--- src/rtl/button_event_arbiter.sv ---
// Turns debounced button levels into queued press events, round-robin arbitrated onto one valid/ready channel.
// Optional long-press detection is built when BTN_LONG_PRESS_EN is defined.
module button_event_arbiter #(
  parameter int N_BTN       = 4,
  parameter int IDW         = 2,
  parameter int LONG_CYCLES = 1000000
) (
  input  logic             clk,
  input  logic             reset,
  input  logic [N_BTN-1:0] button_debounced,
  output logic             event_valid,
  output logic [IDW-1:0]   event_id,
  output logic             event_long,
  input  logic             event_ready,
  output logic [N_BTN-1:0] pending,
  output logic             overrun
);

  typedef enum logic {
    S_IDLE,
    S_OFFER
  } state_t;

  state_t           r_state;
  state_t           w_state_n;
  logic [N_BTN-1:0] r_btn_q;
  logic [N_BTN-1:0] r_pend;
  logic [N_BTN-1:0] r_plong;
  logic             r_ovr;
  logic             r_long;
  logic [IDW-1:0]   r_id;
  logic [IDW-1:0]   r_last;
  logic [N_BTN-1:0] w_rise;
  logic [N_BTN-1:0] w_set;
  logic [N_BTN-1:0] w_set_long;
  logic [N_BTN-1:0] w_clr;
  logic [N_BTN-1:0] w_load;
  logic [IDW-1:0]   w_gnt_idx;
  logic             w_gnt_hit;
  logic             w_grant;

  if (LONG_CYCLES < 2) begin : g_bad_long
    $error("LONG_CYCLES must be at least 2");
  end
  if ((1 << IDW) < N_BTN) begin : g_bad_idw
    $error("IDW too narrow for N_BTN");
  end

  // Loading during reset too means a button held through reset never rises.
  always_ff @(posedge clk) begin
    r_btn_q <= button_debounced;
  end

  assign w_rise = button_debounced & ~r_btn_q;

`ifdef BTN_LONG_PRESS_EN
  localparam int CW = $clog2(LONG_CYCLES + 1);
  localparam logic [CW-1:0] C_LONG = CW'(LONG_CYCLES);
  localparam logic [CW-1:0] C_PRE  = CW'(LONG_CYCLES - 1);

  logic [CW-1:0]    r_cnt [N_BTN];
  logic [N_BTN-1:0] w_fall;

  assign w_fall = ~button_debounced & r_btn_q;

  // Held through reset: park saturated so neither a long nor a short event fires.
  always_ff @(posedge clk) begin
    for (int i = 0; i < N_BTN; i++) begin
      if (!reset) begin
        r_cnt[i] <= button_debounced[i] ? C_LONG : '0;
      end else if (!button_debounced[i]) begin
        r_cnt[i] <= '0;
      end else if (w_rise[i]) begin
        r_cnt[i] <= CW'(1);
      end else if (r_cnt[i] != C_LONG) begin
        r_cnt[i] <= r_cnt[i] + CW'(1);
      end
    end
  end

  always_comb begin
    w_set      = '0;
    w_set_long = '0;
    for (int i = 0; i < N_BTN; i++) begin
      w_set_long[i] = button_debounced[i] && (r_cnt[i] == C_PRE);
      w_set[i]      = w_set_long[i] ||
                      (w_fall[i] && (r_cnt[i] != C_LONG));
    end
  end
`else
  assign w_set      = w_rise;
  assign w_set_long = '0;
`endif

  // Round-robin: first pending above last, then wrap to the low indices.
  always_comb begin
    w_gnt_hit = 1'b0;
    w_gnt_idx = '0;
    for (int j = 0; j < N_BTN; j++) begin
      if (!w_gnt_hit && r_pend[j] && (j > int'(r_last))) begin
        w_gnt_hit = 1'b1;
        w_gnt_idx = IDW'(j);
      end
    end
    for (int j = 0; j < N_BTN; j++) begin
      if (!w_gnt_hit && r_pend[j] && (j <= int'(r_last))) begin
        w_gnt_hit = 1'b1;
        w_gnt_idx = IDW'(j);
      end
    end
  end

  always_comb begin
    w_state_n = r_state;
    w_grant   = 1'b0;
    unique case (r_state)
      S_IDLE: begin
        if (w_gnt_hit) begin
          w_grant   = 1'b1;
          w_state_n = S_OFFER;
        end
      end
      S_OFFER: begin
        if (event_ready) begin
          if (w_gnt_hit) begin
            w_grant = 1'b1;
          end else begin
            w_state_n = S_IDLE;
          end
        end
      end
      default: w_state_n = S_IDLE;
    endcase
  end

  assign w_clr  = w_grant ? (N_BTN'(1) << w_gnt_idx) : '0;
  // A new event takes the slot if it is empty or being granted this cycle.
  assign w_load = w_set & (~r_pend | w_clr);

  always_ff @(posedge clk) begin
    if (!reset) begin
      r_state <= S_IDLE;
      r_id    <= '0;
      r_long  <= 1'b0;
      r_last  <= IDW'(N_BTN - 1);
      r_pend  <= '0;
      r_plong <= '0;
      r_ovr   <= 1'b0;
    end else begin
      r_state <= w_state_n;
      if (w_grant) begin
        r_id   <= w_gnt_idx;
        r_long <= r_plong[w_gnt_idx];
        r_last <= w_gnt_idx;
      end
      r_pend  <= (r_pend & ~w_clr) | w_set;
      r_plong <= (r_plong & ~w_load) | (w_set_long & w_load);
      if (|(w_set & r_pend & ~w_clr)) begin
        r_ovr <= 1'b1;
      end
    end
  end

  assign event_valid = (r_state == S_OFFER);
  assign event_id    = r_id;
  assign event_long  = r_long;
  assign pending     = r_pend;
  assign overrun     = r_ovr;

endmodule

--- config.mk ---
export PLATFORM = sky130hd
export DESIGN_NAME = button_event_arbiter
export DESIGN_NICKNAME = d
export VERILOG_FILES = /design/src/rtl/button_event_arbiter.sv
export SDC_FILE = /design/constraint.sdc
export NUM_CORES = 1
export LEC_CHECK = 0
export BUFFER_PORTS_ARGS = -buffer_cell sky130_fd_sc_hd__buf_2
export CAP_MARGIN = 15
export CELL_PAD_IN_SITES_DETAIL_PLACEMENT = 1
export CELL_PAD_IN_SITES_GLOBAL_PLACEMENT = 1
export CORE_MARGIN = 2
export CORE_UTILIZATION = 39
export DETAILED_ROUTE_END_ITERATION = 7
export GPL_TIMING_DRIVEN = 0
export PLACE_DENSITY_LB_ADDON = 0.1
export REMOVE_ABC_BUFFERS = 1
export SYNTH_ARGS = -nofsm -noshare
export SYNTH_HDL_FRONTEND = slang
export SYNTH_SLANG_ARGS = --single-unit
--- constraint.sdc ---
create_clock -name clk -period 2 [get_ports clk]
set_input_delay 0.6 -clock clk [delete_from_list [all_inputs] [get_ports clk]]
set_output_delay 0.6 -clock clk [all_outputs]
set_load 0.005 [all_outputs]
After elaboration in Yosys (flattened, before gate mapping)
Cells that the tools add are included.

Order comparisons: 7. Shift operators: 1. Multiplexer cells: 22. Bitwise gates (word level): 13. Reduce and logical (&&, ||, !) cells: 19.

Operators with widths (number): AND 4 bit (6); NOT 4 bit (4); logical AND 1 bit (12); 2-to-1 mux 1 bit (12); 2-to-1 mux 2 bit (6); bitwise OR 4 bit (2); zero test 1 bit (6); > comparator 2 bit (first input constant) (2); less-or-equal comparator 2 bit (first input constant) (2); 2-to-1 mux 4 bit (1); one-hot mux 1 bit (2 select lines) (2); OR reduction 4 bit (1); << shifter 1 x 2 -> 4 bit (first input constant) (1); < comparator 2 x 3 -> 1 bit (second input constant) (1); binary-select mux 1 bit (select 2 bit) (1); > comparator 1 x 2 -> 1 bit (first input constant) (1); less-or-equal comparator 1 x 2 -> 1 bit (first input constant) (1); NOT 1 bit (1).

Register bits: 19. Bits of input ports: 7. Output and inout port bits: 9. Word-level logic and storage cells: 70.

Logic depth before layout (Yosys ltp)
Gate-level depths: netlist (run 1).

Depth in word-level cells: 34. Mapped depth: 6.

Worst setup path before layout (run 1)
No wires, ideal clock.

Path type: flip-flop to flip-flop. From: reg r_pend[1], in the netlist pending[1]. To: reg r_ovr, in the netlist overrun. Setup time: 0.138 ns. Data arrival time: 1.444 ns. Required time: 1.862 ns. Setup slack: 0.419 ns. Cell stages (with the launch flop): 7. Path buffers: 1. Clock period less this slack: 1.581 ns. Cells stage by stage: dfxtp_1 -> buf_2 -> nor2b_4 -> or3_4 -> and3b_1 -> o41ai_2 -> o311ai_1.

Word-level cells in the longest chain between the ends: 32. Elaborated cells on any way between the ends: 41. Those cells by class: shift (1); mux (18); bitwise (3); reduce/logical (19).

RTL lines: start: declaration (line 27) `logic [N_BTN-1:0] r_pend;`; start signal: assignment (line 156) `r_pend <= (r_pend & ~w_clr) | w_set;`; logical AND 1 bit (line 100) `if (!w_gnt_hit && r_pend[j] && (j > int'(r_last))) begin`; 2-to-1 mux 1 bit (line 100); zero test 1 bit (line 100); logical AND 1 bit (2 in a row) (line 100); 2-to-1 mux 1 bit (line 100); zero test 1 bit (line 100); logical AND 1 bit (2 in a row) (line 100); 2-to-1 mux 1 bit (line 100); [... 14 more ...]; 2-to-1 mux 1 bit (line 106) `if (!w_gnt_hit && r_pend[j] && (j <= int'(r_last))) begin`; 2-to-1 mux 1 bit (line 118, 125); 2-to-1 mux 1 bit (line 124) `if (event_ready) begin`; one-hot mux 1 bit (2 select lines) (line 116) `unique case (r_state)`; 2-to-1 mux 4 bit (line 136) `assign w_clr = w_grant ? (N_BTN'(1) << w_gnt_idx) : '0;`; NOT 4 bit (line 158) `if (|(w_set & r_pend & ~w_clr)) begin`; AND 4 bit (*) (line 158); OR reduction 4 bit (*) (line 158); end signal: assignment (line 148) `r_ovr <= 1'b0;`; end signal: assignment (line 159) `r_ovr <= 1'b1;`; end: declaration (line 29) `logic r_ovr;`.

Mark *: on every way between the ends. The rest lies on a longest branch, timed or not. A chain may end at the register's enable or synchronous reset.

Worst setup path after layout (run 1)
From: reg r_pend[3], in the netlist pending[3]. To: reg r_ovr, in the netlist overrun.

Word-level cells in the longest chain between the ends: 25. Elaborated cells on any way between the ends: 32. Those cells by class: shift (1); mux (14); bitwise (3); reduce/logical (14).

RTL lines (line): logical AND 1 bit (2 in a row) (100); 2-to-1 mux 1 bit (100); zero test 1 bit (106); logical AND 1 bit (106); 2-to-1 mux 1 bit (106); zero test 1 bit (106); logical AND 1 bit (2 in a row) (106); 2-to-1 mux 1 bit (106); [... 7 more ...]; 2-to-1 mux 1 bit (106); 2-to-1 mux 1 bit (118, 125); 2-to-1 mux 1 bit (124); one-hot mux 1 bit (2 select lines) (116); 2-to-1 mux 4 bit (136); NOT 4 bit (158); AND 4 bit (*) (158); OR reduction 4 bit (*) (158).

Marked as above.

==> results of run 1 <==
## cell usage in the layout, fill, tap and decap left out, types with 2 or more instances in the layout
cell type	count
dfxtp_1	19
o21ai_0	4
a21oi_1	10
nand2_1	10
nand3_1	2
nand2b_1	3
o21ai_1	2
a211oi_1	4
clkbuf_4	3
nor2b_1	7
inv_1	6
nor2_1	8
buf_2	15
a31oi_1	3
## worst paths after layout
path	from	to	slack [ns]
worst max-delay path	pending[3]	overrun	0.25
worst min-delay path	button_debounced[2]	r_btn_q[2]	0.40
worst max register to register	pending[3]	overrun	0.25
worst min register to register	r_plong[2]	r_plong[2]	0.45
## report_power, final
| group | internal [mW] | switching, mW | total (mW) |
|---|---|---|---|
| sequential | 0.406 | 0.0321 | 0.438 |
| clock | 0.0749 | 0.121 | 0.196 |
| combinational | 0.0672 | 0.0892 | 0.156 |
| total | 0.548 | 0.243 | 0.791 |
## synth_stat cells (2+ instances only)
cell type  instances  area, um2
inv_1              6      22.52
nand2b_1           3      18.77
o21ai_1            2      10.01
a211oi_1           4      30.03
nand2_1           10      37.54
nor2b_1            7      43.79
a21oi_1           10      50.05
nor2_1             8      30.03
dfxtp_1           19      380.4
o21ai_0            4      20.02
nand3_1            2      10.01
a31oi_1            3      18.77
## cells by family (layout without fill, tap and decap cells)
group | count (synthesis) | after routing | share of synthesized area, %
flip-flops | 19 | 19 | 44.90
AO/OA/AOI/OAI | 34 | 34 | 27.77
AND/OR/NAND/NOR | 37 | 37 | 23.64
buffers and inverters | 8 | 26 | 3.692
## cell type report
| type | count | area, um2 | share of cell area (%) |
|---|---|---|---|
| well taps | 27 | 33.78 | 3.435 |
| inverters | 7 | 26.28 | 2.672 |
| clock buffers | 3 | 22.52 | 2.290 |
| clock inverters | 1 | 5.005 | 0.5089 |
| flip-flops and latches | 19 | 380.4 | 38.68 |
| multi-input cells | 71 | 440.4 | 44.78 |
| repair buffers | 15 | 75.07 | 7.634 |
## metrics by stage
step                      std cells  power [mW]  hold slack (ns)  instance area (um2)  worst slack (ns)
after detailed placement        139      0.6006           0.4401                950.9            0.2151
final                           143      0.7910           0.3974                983.4            0.2480
after global routing            143      0.8416           0.3927                983.4           0.03880
after global placement          139      0.5929           0.4331                950.9            0.2775
after CTS                       143      0.7965           0.3955                978.4            0.1687
after floorplan                  97      0.5423           0.4115                842.1            0.4401
## state kept, by name, summed over array words and instances (netlist names)
name and flops:
event_id 2, event_valid 1, r_btn_q 4, r_plong 4, pending 4, overrun 1, r_last 2, event_long 1
## per-layer routing
metal  wire length [um]  vias up
li1                   -      390
met1               1003      385
met2               1010       17
met3                 71        5
met4                 44        0
met5                  0        -
## what timing repair did
item,4_1_cts,5_1_grt
buffers inserted,0,0
resized for setup,0,1
endpoints found under the setup margin,0,2
==> metrics.csv, run 1 <==
stage;metric;value;unit
status;status;finished clean;
sta;finClkSkew;0.004676;ns
layout;drive_gt1_share;23.28;%
global_route;grt_first_pass_wirelength;3760;um
placement;hpwl;1613;um
sta;period_share;87.60;%
layout;antenna-diode-count;0;
sta;drv_slew;0;
clock_network;cts_hold_buf;0;
drt;dr.pass1.iters;4;
worst_setup_path;path_max_fanout;9;
worst_setup_path;crit_path_top_delay_cell;dfxtp_1;
drt;viasPerCell;5.573;
placement;port_buffers;15;
sta;fin_setup_tns;0;ns
worst_setup_path;path_buf_inv;0;
clock_network;cts_root_buf;clkbuf_4;
drt;drtIter0Drc;9;
global_route;grt_max_degree;12;
global_route;grt_use_met3;2.679;%
logic_synthesis;synthFlopType;dfxtp_1;
worst_setup_path;path_class;reg -> reg;
power_and_ir_drop;max-vdd-ir-drop;0.0004741;V
layout;area_growth;16.10;%
flow_run;maxCapViolCount;0;
worst_setup_path;crit_cells;5;
floorplan;dieArea;0.002561;mm2
layout;nets;124;
power_and_ir_drop;p_leak;0.3971;nW
drt;ant_nets;0;
min_path;worstHoldPathType;in -> reg;
sta;slew-limit-headroom;68.98;%
clock_network;clock_sinks;19;
clock_network;clockBufferDepth;2;
sta;hold_viol_final;0;
clock_network;cts_buffers;3;
sta;rsz0062_at_grt;no;
worst_setup_path;start_kind;flip-flop;
global_route;grt-ovfl-total;0;
logic_synthesis;synth_area;847.1;um2
sta;finalSetupViolCount;0;
clock_network;clkLatencyLatePin;0.31;ns
worst_setup_path;required;2.18;ns
worst_setup_path;crit_arrival;1.94;ns
floorplan;dieWidth;50.61;um
floorplan;fp.dieH;50.61;um
sta;max_freq;0.5708;GHz
global_route;grt_busiest_layer;met2;
layout;fillers;265;
global_route;grt_pass1_vias;765;
global_route;antenna_found_initial;0;
global_route;grt.total_usage;19.88;%
global_route;met1_usage;26.47;%
sta;worst_pin_slew;0.4610;ns
floorplan;row_count;16;
clock_network;ctsHtreeMaxLevel;1;
worst_setup_path;crit_path_end_kind;flip-flop;
floorplan;start_util;42.31;%
logic_synthesis;synth_edf_count;0;
worst_setup_path;max_stage_delay;0.50;ns
drt;routedWlPerCell;14.90;um
drt;vias;797;
worst_setup_path;cp_cell_sequence;nor2_1, or3_4, and3b_1, o41ai_2, o311ai_1;
logic_synthesis;async_flop_share;0;%
floorplan;io_pins;16;
worst_setup_path;rr_worst_depth;5;
power_and_ir_drop;power.density;804.3;mW/mm2
clock_network;cts.reportedPaths.clkPinSlew;0.11;ns
placement;place_congestion;0.7966;
logic_synthesis;ys_types;32;
global_route;grt.met2_usage;31.58;%
drt;remaining_drc_errors;0;
drt;drt_wl_total;2130;um
sta;period_minus_slack;1.752;ns
logic_synthesis;synth_cells;98;
logic_synthesis;syn_avg_cell_area;8.643;um2
layout;fin_util;49.13;%
min_path;min_path_cells;1;
worst_setup_path;cp_top_family;simple AND/OR/NAND/NOR gates;
clock_network;cts_tree;built;
logic_synthesis;ys.warnings.count;0;
logic_synthesis;seq_area_frac_synth;44.90;%
logic_synthesis;ys_seq_elements;19;
floorplan;core-area;0.002002;mm2
No activity file was read; power rests on OpenSTA's default activity.
==> run 2: changes to the inputs <==
==> constraint.sdc (replaced) <==
create_clock -name clk -period 1.9 [get_ports clk]
set_input_delay 0.57 -clock clk [delete_from_list [all_inputs] [get_ports clk]]
set_output_delay 0.57 -clock clk [all_outputs]
set_load 0.005 [all_outputs]
==> metrics.csv, run 2 (synthesis gave the netlist of run 1 again) <==
stage;metric;value;unit
clock_network;cts_tree;built;
layout;final_area;992.2;um2
worst_setup_path;path_buf_inv;0;
sta;period_minus_slack;1.769;ns
floorplan;dieWidth;50.61;um
sta;drv_slew;0;
placement;dpl_cell_area;950.9;um2
placement;port_buffers;15;
clock_network;ctsHtreeMaxLevel;1;
power_and_ir_drop;max-vdd-ir-drop;0.0005027;V
worst_setup_path;rr_startpoint;pending[3];
worst_setup_path;reg2reg_slack;0.13;ns
floorplan;fp.dieH;50.61;um
layout;antenna-diode-count;0;
sta;finClkSkew;0.006402;ns
global_route;antenna_found_initial;0;
worst_setup_path;rr_endpoint;overrun;
clock_network;cts_root_buf;clkbuf_4;
floorplan;dieArea;0.002561;mm2
worst_setup_path;required;2.08;ns
flow_run;maxCapViolCount;0;
worst_setup_path;max_stage_delay;0.51;ns
layout;fillers;263;
min_path;worstHoldPathType;in -> reg;
worst_setup_path;crit_arrival;1.95;ns
clock_network;cts_resized;0;
sta;hold_slack;0.3673;ns
placement;dp_worst_setup_slack;0.1151;ns
clock_network;clockBufferDepth;2;
clock_network;clock_sinks;19;
global_route;grt_max_degree;12;
layout;nets;124;
clock_network;cts_hold_buf;0;
layout;layout_common_cells;dfxtp_1, buf_2, a21oi_1;
power_and_ir_drop;p_int;0.5789;mW
layout;fin_util;49.56;%
layout;regArea;380.4;um2
worst_setup_path;cp_cell_sequence;nor2_1, or3_4, and3b_1, o41ai_2, o311ai_1;
clock_network;post_cts_buffers;0;
worst_setup_path;crit_path_top_delay_cell;dfxtp_1;
min_path;min_to;r_btn_q[2];
power_and_ir_drop;p_seq_share;55.2;%
drt;remaining_drc_errors;0;
sta;rsz0062_at_grt;no;
worst_setup_path;rr_worst_depth;5;
floorplan;core-area;0.002002;mm2
power_and_ir_drop;power.density;845.4;mW/mm2
drt;drtIter0Drc;9;
worst_setup_path;path_max_fanout;9;
worst_setup_path;start_kind;flip-flop;
sta;worst_pin_slew;0.3572;ns
floorplan;row_count;16;
worst_setup_path;path_class;reg -> reg;
power_and_ir_drop;p_clk_share;24.8;%
sta;slew-limit-headroom;76.14;%
layout;drive_gt1_share;25.00;%
clock_network;cts_buffers;3;
floorplan;io_pins;16;
worst_setup_path;cp_top_family;simple AND/OR/NAND/NOR gates;
floorplan;start_util;42.31;%
layout;area_growth;17.13;%
placement;place_congestion;0.7966;
sta;fin_setup_tns;0;ns
layout;final_common_cell;dfxtp_1;
worst_setup_path;crit_cells;5;
global_route;grt.total_usage;19.88;%
global_route;grt_first_pass_wirelength;3760;um
power_and_ir_drop;p_comb_share;20.0;%
global_route;grt_pass1_vias;765;
global_route;grt-ovfl-total;0;
drt;vias;793;
sta;period_share;93.11;%
drt;drt_wl_total;2151;um
sta;hold_viol_final;0;
sta;max_freq;0.5652;GHz
drt;dr.pass1.iters;4;
drt;routedWlPerCell;15.04;um
placement;hpwl;1613;um
power_and_ir_drop;p_switching;0.2599;mW
sta;finalSetupViolCount;0;
layout;multi_input_area;449.2;um2
sta;worst_slack;0.1308;ns
drt;ant_nets;0;
min_path;worstHoldStart;button_debounced[2];
clock_network;clkLatencyLatePin;0.31;ns
clock_network;cts.reportedPaths.clkPinSlew;0.11;ns
status;status;finished clean;
power_and_ir_drop;p_leak;0.3988;nW
worst_setup_path;crit_path_end_kind;flip-flop;
power_and_ir_drop;swShare;30.98;%
min_path;min_path_cells;1;
drt;viasPerCell;5.545;
## run 2: cell counts in the layout (fill, tap and decap cells not counted)
Identical to the previous run, type by type.
## run 2: through the flow
stage / instances / power [mW]
final: 143 / 0.8388
after global routing: 143 / 0.8896
after CTS: 143 / 0.8384
after detailed placement: 139 / 0.6322
after global placement: 139 / 0.6241
after floorplan: 97 / 0.5709
## run 2: worst max path at each step
stage	from	endpoint	slack, ns
2_1_floorplan	pending[3]	overrun	0.34
3_3_place_gp	pending[1]	overrun	0.18
3_5_place_dp	pending[3]	overrun	0.12
4_1_cts	pending[3]	overrun	0.07
5_1_grt	pending[3]	overrun	0.01
6_report	pending[3]	overrun	0.13
## run 2: layout make-up
cell class                 count  area share, %
multi-input combinational     71          45.27
sequential                    19          38.34
timing repair buffer          15          7.566
tap                           27          3.405
inverter                       7          2.648
clock buffer                   3          2.270
clock inverter                 1         0.5044
## run 2: layer usage
layer  share of wire, %  GRT usage (%)  vias to the layer above
met4                2.0          9.459                        0
met5                  0              0                        -
li1                   -              -                      389
met1                 48          26.47                      383
met2                 47          31.58                       16
met3                2.8          2.679                        5
## run 2: power by group through the flow
stage / Combinational [mW] / Sequential, mW / Clock (mW)
2_1_floorplan: 0.106 / 0.465 / 0
6_report: 0.168 / 0.463 / 0.208
3_3_place_gp: 0.156 / 0.468 / 0
5_1_grt: 0.190 / 0.469 / 0.230
3_5_place_dp: 0.162 / 0.471 / 0
4_1_cts: 0.164 / 0.461 / 0.213
==> run 3: changes to the inputs <==
--- a/config.mk
+++ b/config.mk
@@ -5,13 +5,13 @@
 export SDC_FILE = /design/constraint.sdc
 export NUM_CORES = 1
 export LEC_CHECK = 0
-export BUFFER_PORTS_ARGS = -buffer_cell sky130_fd_sc_hd__buf_2
 export CAP_MARGIN = 15
 export CELL_PAD_IN_SITES_DETAIL_PLACEMENT = 1
 export CELL_PAD_IN_SITES_GLOBAL_PLACEMENT = 1
 export CORE_MARGIN = 2
-export CORE_UTILIZATION = 39
+export CORE_UTILIZATION = 40
 export DETAILED_ROUTE_END_ITERATION = 7
+export DONT_BUFFER_PORTS = 1
 export GPL_TIMING_DRIVEN = 0
 export PLACE_DENSITY_LB_ADDON = 0.1
 export REMOVE_ABC_BUFFERS = 1
==> constraint.sdc (replaced) <==
create_clock -name clk -period 1.84 [get_ports clk]
set_input_delay 0.552 -clock clk [delete_from_list [all_inputs] [get_ports clk]]
set_output_delay 0.552 -clock clk [all_outputs]
set_load 0.005 [all_outputs]
==> metrics.csv, run 3 (synthesis gave the netlist of run 1 again) <==
stage;metric;value;unit
status;status;finished clean;
flow_run;maxCapViolCount;0;
clock_network;ctsHtreeMaxLevel;1;
placement;place_congestion;0.7382;
drt;remaining_drc_errors;0;
worst_setup_path;path_class;reg -> reg;
drt;ant_nets;0;
sta;hold_slack;0.2637;ns
sta;period_minus_slack;1.655;ns
clock_network;cts_resized;0;
floorplan;start_util;42.74;%
layout;finalNonFillerCells;128;
layout;nets;109;
worst_setup_path;start_kind;flip-flop;
sta;worst_pin_slew;0.4510;ns
sta;finClkSkew;0.007051;ns
power_and_ir_drop;p_comb_share;16.8;%
power_and_ir_drop;p_switching;0.2578;mW
drt;drtIter0Drc;5;
global_route;grt_max_degree;12;
drt;viasPerCell;5.523;
global_route;grt-ovfl-total;0;
layout;layout_common_cells;dfxtp_1, nand2_1, a21oi_1;
clock_network;clock_sinks;19;
clock_network;clockBufferDepth;2;
placement;port_buffers;0;
power_and_ir_drop;total_power;0.8409;mW
layout;final_common_cell;dfxtp_1;
worst_setup_path;crit_path_end_kind;flip-flop;
drt;drt_wl_total;2000;um
power_and_ir_drop;p_leak;0.3299;nW
clock_network;cts.reportedPaths.clkPinSlew;0.11;ns
floorplan;core-area;0.001982;mm2
floorplan;row_count;16;
power_and_ir_drop;swShare;30.66;%
drt;dr.pass1.iters;3;
min_path;worstHoldPathType;in -> reg;
power_and_ir_drop;power.density;913.1;mW/mm2
clock_network;clkLatencyLatePin;0.30;ns
global_route;grt_pass1_vias;727;
layout;antenna-diode-count;0;
floorplan;dieWidth;50.02;um
sta;drv_slew;0;
floorplan;dieArea;0.002502;mm2
sta;max_freq;0.6042;GHz
clock_network;cts_buffers;3;
placement;hpwl;1509;um
sta;rsz0062_at_grt;no;
worst_setup_path;path_max_fanout;8;
sta;hold_viol_final;0;
power_and_ir_drop;p_seq_share;57.7;%
layout;area_growth;8.715;%
sta;slew-limit-headroom;69.66;%
clock_network;cts_root_buf;clkbuf_4;
clock_network;post_cts_buffers;0;
power_and_ir_drop;p_clk_share;25.6;%
sta;finalSetupViolCount;0;
clock_network;cts_tree;built;
floorplan;fp.dieH;50.02;um
global_route;grt_first_pass_wirelength;3201;um
drt;vias;707;
worst_setup_path;required;2.03;ns
global_route;antenna_found_initial;0;
placement;dp.cells;124;
power_and_ir_drop;max-vdd-ir-drop;0.0003501;V
drt;routedWlPerCell;15.63;um
placement;dp_worst_setup_slack;0.05378;ns
layout;drive_gt1_share;15.84;%
power_and_ir_drop;p_int;0.5831;mW
sta;worst_slack;0.1849;ns
worst_setup_path;crit_arrival;1.84;ns
floorplan;io_pins;16;
clock_network;cts_hold_buf;0;
sta;fin_setup_tns;0;ns
sta;period_share;89.95;%
global_route;grt.total_usage;16.77;%
run 3: changes by cell type in the layout (fill, tap and decap cells not counted):
cell	delta
nor4_2	-1
a211oi_4	+1
buf_2	-15
nand2_1	+1
dfxtp_2	+4
nand2_2	-1
nor4_1	+1
a211oi_2	-1
dfxtp_1	-4
run 3: critical path, cell delays in order, from the launching register on:
cell      delay, ns
dfxtp_2        0.45
nor2_1         0.12
or3_4          0.39
and3b_1        0.18
o41ai_2        0.26
o311ai_1       0.13
run 3: routing by layer:
metal / share of wire, % / wire length, um / track usage [%]
met5: 0 / 0 / 0
met3: 4.9 / 97 / 5.152
met1: 47 / 934 / 21.51
met2: 47 / 940 / 27.19
met4: 1.4 / 27 / 4.167
run 3: path summary, 6_finish.rpt:
kind         slack (ns)         end                start  cells past startpoint
min                0.26  r_btn_q[2]  button_debounced[2]                      0
max reg2reg        0.18     overrun           pending[2]                      5
min reg2reg        0.46  r_plong[2]           r_plong[2]                      2
max                0.18     overrun           pending[2]                      5
run 3: area by class of cell:
class	instances	area (um2)
clock inverters	1	5.005
flip-flops and latches	19	385.4
inverters	7	26.28
multi-input cells	71	447.9
fillers	244	1061
clock buffers	3	22.52
well taps	27	33.78
run 3: per-stage QoR:
stage | utilization, % | cell area, um2
CTS | 45.58 | 903.4
finish | 46.46 | 920.9
global placement | 44.19 | 875.8
floorplan | - | 842.1
detailed placement | 44.19 | 875.8
global route | 46.46 | 920.9
run 3: power by group through the flow:
stage,clock network [mW],logic (mW),registers (mW)
after detailed placement,0,0.134,0.493
after global routing,0.240,0.158,0.491
after global placement,0,0.132,0.492
after CTS,0.219,0.135,0.483
final,0.215,0.141,0.485
after floorplan,0,0.110,0.480
